## src/rtl/pipelined_rca.sv

```systemverilog
// Pipelined ripple-carry adder/subtractor: WIDTH bits split into STAGES chunks of CW bits.
// Each stage ripples one chunk and forwards its carry, the finished sum chunks and the pending operand chunks.
module pipelined_rca #(
    parameter int WIDTH  = 16,
    parameter int STAGES = 4
) (
    input  logic             clk,
    input  logic             rst_n,
    input  logic             en,
    input  logic             in_valid,
    input  logic [WIDTH-1:0] a,
    input  logic [WIDTH-1:0] b,
    input  logic             c_in,
    input  logic             sub,
    output logic [WIDTH-1:0] s,
    output logic             c_out,
    output logic             ovf,
    output logic             out_valid
);
    localparam int CW = WIDTH / STAGES;

    logic [WIDTH-1:0] b_eff;
    logic             cin_eff;

    // inputs of the last stage, which feeds the output registers directly
    logic [CW-1:0]    f_a;
    logic [CW-1:0]    f_b;
    logic             f_c;
    logic             f_v;
    logic [CW:0]      f_r;
    logic [WIDTH-1:0] f_sum;
    logic             f_c_msb;

    // subtract is a + ~b + 1, so c_in is forced high and ignored
    assign b_eff   = sub ? ~b : b;
    assign cin_eff = sub | c_in;

    if (STAGES == 1) begin : g_single
        assign f_a   = a;
        assign f_b   = b_eff;
        assign f_c   = cin_eff;
        assign f_v   = in_valid;
        assign f_sum = f_r[CW-1:0];
    end else begin : g_pipe
        for (genvar k = 0; k < STAGES - 1; k++) begin : g_stage
            localparam int RW = WIDTH - k * CW;

            logic [RW-1:0]        i_a;
            logic [RW-1:0]        i_b;
            logic                 i_c;
            logic                 i_v;
            logic [CW:0]          r;
            logic [RW-CW-1:0]     q_a;
            logic [RW-CW-1:0]     q_b;
            logic [(k+1)*CW-1:0]  q_s;
            logic                 q_c;
            logic                 q_v;

            if (k == 0) begin : g_in
                assign i_a = a;
                assign i_b = b_eff;
                assign i_c = cin_eff;
                assign i_v = in_valid;
            end else begin : g_in
                assign i_a = g_stage[k-1].q_a;
                assign i_b = g_stage[k-1].q_b;
                assign i_c = g_stage[k-1].q_c;
                assign i_v = g_stage[k-1].q_v;
            end

            assign r = {1'b0, i_a[CW-1:0]} + {1'b0, i_b[CW-1:0]} + {{CW{1'b0}}, i_c};

            always_ff @(posedge clk) begin
                if (!rst_n) begin
                    q_v <= 1'b0;
                end else if (en) begin
                    q_v <= i_v;
                    q_c <= r[CW];
                    q_a <= i_a[RW-1:CW];
                    q_b <= i_b[RW-1:CW];
                end
            end

            // finished sum chunks accumulate from the bottom up
            if (k == 0) begin : g_sum
                always_ff @(posedge clk) begin
                    if (rst_n && en) begin
                        q_s <= r[CW-1:0];
                    end
                end
            end else begin : g_sum
                always_ff @(posedge clk) begin
                    if (rst_n && en) begin
                        q_s <= {r[CW-1:0], g_stage[k-1].q_s};
                    end
                end
            end
        end

        assign f_a   = g_stage[STAGES-2].q_a;
        assign f_b   = g_stage[STAGES-2].q_b;
        assign f_c   = g_stage[STAGES-2].q_c;
        assign f_v   = g_stage[STAGES-2].q_v;
        assign f_sum = {f_r[CW-1:0], g_stage[STAGES-2].q_s};
    end

    assign f_r = {1'b0, f_a} + {1'b0, f_b} + {{CW{1'b0}}, f_c};

    // carry into the MSB recovered from the MSB sum bit: c = s ^ a ^ b
    assign f_c_msb = f_a[CW-1] ^ f_b[CW-1] ^ f_r[CW-1];

    always_ff @(posedge clk) begin
        if (!rst_n) begin
            s         <= '0;
            c_out     <= 1'b0;
            ovf       <= 1'b0;
            out_valid <= 1'b0;
        end else if (en) begin
            out_valid <= f_v;
            if (f_v) begin
                s     <= f_sum;
                c_out <= f_r[CW];
                ovf   <= f_c_msb ^ f_r[CW];
            end
        end
    end

endmodule

```

## config.mk

```make
export PLATFORM = sky130hd
export DESIGN_NAME = pipelined_rca
export DESIGN_NICKNAME = d
export VERILOG_FILES = /design/src/rtl/pipelined_rca.sv
export SDC_FILE = /design/constraint.sdc
export NUM_CORES = 1
export LEC_CHECK = 0
export CORE_MARGIN = 8
export CORE_UTILIZATION = 57
export CTS_BUF_LIST = sky130_fd_sc_hd__clkbuf_16
export CTS_CLUSTER_SIZE = 40
export DETAILED_ROUTE_END_ITERATION = 7
export HOLD_SLACK_MARGIN = 0.12
export MAX_ROUTING_LAYER = met4
export PLACE_DENSITY = 0.83
export SYNTH_ARGS = -nofsm -noshare
export SYNTH_HDL_FRONTEND = slang
export SYNTH_SLANG_ARGS = --single-unit
```

## constraint.sdc

```tcl
create_clock -name clk -period 6.6 [get_ports clk]
set_clock_uncertainty 0.2 [all_clocks]
set_input_delay 1.32 -clock clk [delete_from_list [all_inputs] [get_ports clk]]
set_output_delay 1.32 -clock clk [all_outputs]
set_load 0.02 [all_outputs]
```

* Yosys cells after proc, flatten, opt, wreduce, memory -nomap -nowiden
Cells that the tools add are included.
** Cells by class
- Bitwise gates (word level) :: 5
- Reductions and logical operators :: 3
- $add $sub $neg :: 8
- Muxes and demuxes :: 1
** Operators with widths (number)
- adder 4 x 4 -> 5 bit :: 4
- adder 5 x 1 -> 5 bit :: 4
- 2-to-1 mux 16 bit :: 1
- inverter 16 bit :: 1
- AND reduction 2 bit :: 2
- bitwise XOR 1 bit :: 3
- logical AND 1 bit :: 1
- bitwise OR 1 bit :: 1
** Word-level totals
- Output and inout port bits :: 19
- Register bits after elaboration :: 97
- Input bits :: 38

* Longest topological paths before layout
- Depth after elaboration :: 4
- Depth in mapped cells :: 7

* Least setup slack after synthesis
No wires, ideal clock.
- Path kind :: in2reg
- From :: in rst_n
- To :: reg g_pipe.g_stage[2].q_a[0], in the netlist f_a[0] (enable)
- Setup time :: 0.441 ns
- Arrival :: 3.339 ns
- Data required time :: 5.959 ns
- Stages :: 2
- Setup slack :: 2.620 ns
- Cell sequence :: clkbuf_1 -> and2_1
** Between the ends
- Longest elaborated chain between the ends :: 1
** Ends and longest elaborated chain
- start: declaration :: RTL line 8 : input logic rst_n,
- AND reduction 2 bit (no line)
- end signal: assignment :: RTL line 79 : q_a <= i_a[RW-1:CW];
- end: declaration :: RTL line 53 : logic [RW-CW-1:0] q_a;
No other way between the ends.
A chain may end at the register's enable or synchronous reset.

* Worst setup path after layout
- From :: in sub
- To :: reg g_pipe.g_stage[0].q_c, data pin
** Between the ends
- Longest elaborated chain between the ends :: 3
- Elaborated cells between the ends (all ways) :: 4
** Ends and longest elaborated chain
- start: declaration :: RTL line 14 : input logic sub,
- 2-to-1 mux 16 bit :: RTL line 35 : assign b_eff = sub ? ~b : b;
- adder 4 x 4 -> 5 bit :: RTL line 71 : assign r = {1'b0, i_a[CW-1:0]} + {1'b0, i_b[CW-1:0]} + {{CW{1'b0}}, i_c};
- adder 5 x 1 -> 5 bit (*) :: RTL line 71
- via g_pipe.g_stage[0].r[4] :: RTL line 52 : logic [CW:0] r;
- end signal: assignment :: RTL line 78 : q_c <= r[CW];
- end: declaration :: RTL line 56 : logic q_c;
The timed path passes the listed nets; every way through them passes the cells marked *.

==> flow_metrics.py <==
metrics = {
    "logic_synthesis": {
        "synth-seq-cells": 97,
        "yosysSeqAreaShare_pct": 70.93,
        "synth_cells": 243,
        "synth_top_family_by_area": "adder cells",
        "netlist.area_leader.share_pct": 59.33,
        "synthAdderAreaFrac_pct": 8.174,
        "yosysUniqueCellTypes": 27,
        "synthTopCellsByArea": "edfxtp_1 59%, dfxtp_1 12%, fa_1 4.2%, xor2_1 4.2%, ha_1 4.0%",
        "yosys.area_share.simple_pct": 5.241,
        "syn-num-nets": 301,
        "syn_avg_cell_area_um2": 15.62,
        "netlist_area_mm2": 0.003796,
        "ys_warn_count": 0,
        "synth_mux_area_share_pct": 0.7910,
        "yosysTopAreaCell": "edfxtp_1",
        "synth_compound_area_share_pct": 6.493,
        "synth_xor_area_share_pct": 5.768,
    },
    "floorplan": {
        "die_w_um": 97.61,
        "start_util_pct": 59.44,
        "fp-row-count": 29,
        "ios": 57,
        "fp.dieH_um": 97.61,
        "dieArea_mm2": 0.009528,
        "core_mm2": 0.006386,
    },
    "global_route": {
        "grt_pass1_wl_um": 9335,
        "grt_overflow": 0,
        "antenna_found_initial": 0,
        "track_usage_pct": 12.36,
        "grt_max_degree": 76,
        "grt_pass1_vias": 2052,
    },
    "drt": {
        "wl_met2_um": 2456,
        "drcViolationCount": 0,
        "via_per_inst": 4.951,
        "wl_met3_um": 274,
        "drtAntennaViolNets": 0,
        "drt_iter0_markers": 84,
        "drt_first_pass_iters": 4,
        "routed.top_layer": "met4",
        "wl_per_cell_um": 13.62,
        "wl_met1_um": 2382,
        "totalWireLength_um": 5230,
        "vias": 1901,
    },
    "cells_and_area": {
        "final_common_cell": "edfxtp_1",
        "final_cell_mix": "75 x edfxtp_1, 56 x clkdlybuf4s50_1, 31 x nand2_1, 22 x dfxtp_1, 18 x xor2_1",
        "fill_cells": 418,
        "drive_gt1_share_pct": 7.492,
        "n_antenna_cell": 0,
        "fin_util_pct": 73.43,
        "area_growth_pct": 23.53,
        "final_nets": 360,
    },
    "critical_path": {
        "critPathRequiredTime_ns": 6.49,
        "arrival_ns": 3.89,
        "start_kind": "input port",
        "end_kind": "flip-flop",
        "path_max_fanout": 17,
        "r2r_cells": 6,
        "critical_path_class": "in2reg",
    },
    "cts": {
        "cts_setup_buffers": 0,
        "cts_buffer_depth": 2,
        "holdBufCountCts": 0,
        "htree_levels": 3,
        "cts_root_buf": "clkbuf_16",
        "clock_latency_ns": 0.33,
        "clkTransAtPathRegs_ns": 0.07,
        "ctsResizeCount": 0,
        "cts_buffers": 9,
        "cts_tree": "done",
        "clock-sinks": 97,
    },
    "sta": {
        "finalMaxSlewViolations": 0,
        "worstMarginPinSlew_ns": 0.9075,
        "fin_setup_tns_ns": 0,
        "fin_ws_ns": 2.604,
        "finalCritPeriodShare_pct": 60.55,
        "hold_violations": 0,
        "period_needed_ns": 3.996,
        "max_freq_ghz": 0.2502,
        "setup_viol": 0,
        "slew_headroom_pct": 39.50,
        "rsz0062_at_grt": "no",
    },
    "power_and_ir_drop": {
        "ir_drop_mv": 0.1799,
        "leakage_nw": 1.730,
        "power_density_mw_per_mm2": 273.8,
    },
    "min_path": {
        "hold_depth": 0,
        "min-delay-path-class": "reg2reg",
    },
    "run_status": {
        "outcome": "complete, no violations",
    },
    "placed_design": {
        "place.gp.congestion": 0.7212,
        "place_ws_ns": 2.232,
        "dp_hpwl_um": 3586,
        "portBuffers": 56,
    },
    "flow_run": {
        "maxCapViolCount": 0,
    },
}
report_power, final:
part           switching, mW  internal, mW  leakage (nW)
sequential           0.00849         0.696         0.882
combinational         0.0437        0.0501         0.710
clock                  0.223         0.262         0.139
total                  0.275          1.01          1.73
stage by stage:
step | hold slack, ns | cell area (um2) | std cells | power [mW]
after floorplan | 0.2003 | 3796 | 243 | 0.7743
after global placement | 0.2010 | 4402 | 368 | 0.8070
after detailed placement | 0.2045 | 4402 | 368 | 0.8123
after CTS | 0.2199 | 4690 | 384 | 1.300
after global routing | 0.2224 | 4690 | 384 | 1.337
final | 0.2194 | 4690 | 384 | 1.284
routing by layer:
metal  vias to the layer above  global-route usage (%)
met5                         -                       -
met4                         0                   6.760
met3                        12                   4.125
met2                        53                   18.00
met1                       872                   14.82
li1                        964                       -
Yosys cell counts:
master     n
edfxtp_1  75
and2_1     1
a21boi_1  15
fa_1       8
nand2b_1   3
or2_2      1
o21ai_1    2
xor2_1    18
a21oi_1    3
o21ai_0    2
nor2b_1    5
buf_2      1
a21oi_2    3
dfxtp_1   22
buf_4      4
nand2_2    1
inv_1     12
o211a_1    2
xnor2_1    7
clkbuf_1   2
a21o_1     7
mux2i_1    3
nand2_1   31
buf_6      1
ha_1      12
and2_4     1
nand3_1    1
registers in the layout, indices dropped and copies added, names as in the netlist:
name / count
g_pipe.g_stage.q_a: 20
f_a: 4
ovf: 1
f_v: 1
c_out: 1
g_pipe.g_stage.q_v: 2
g_pipe.g_stage.q_s: 24
s: 16
f_c: 1
g_pipe.g_stage.q_c: 2
g_pipe.g_stage.q_b: 20
out_valid: 1
f_b: 4
cells by family after synthesis:
kind of cell	count (synthesis)
fa+ha+maj	20
simple gates	44
compound gates	34
xor+xnor	25
buf+inv	20
mux	3
flops	97
worst max-delay path, cell delays in order:
cell             delay [ns]
clkdlybuf4s50_1        0.84
or2_2                  0.51
fa_1                   0.42
fa_1                   0.43
a21o_1                 0.19
a21o_1                 0.17
cell type report:
cell class	instances	area, um2	area share [%]
repair buffers	56	560.5	11.95
inverters	12	45.04	0.9605
clock buffers	9	225.2	4.803
multi-input cells	126	1007	21.48
flip-flops and latches	97	2693	57.42
clock inverters	7	62.56	1.334
well taps	77	96.34	2.054
path summary, 6_finish.rpt:
path	start	endpoint	slack (ns)
setup reg to reg	f_a[0]	ovf	4.40
setup / recovery	sub	g_pipe.g_stage[0].q_c	2.60
hold / removal	g_pipe.g_stage[0].q_b[4]	g_pipe.g_stage[1].q_b[0]	0.22
hold reg to reg	g_pipe.g_stage[0].q_b[4]	g_pipe.g_stage[1].q_b[0]	0.22
(Power assumes the default switching activity.)
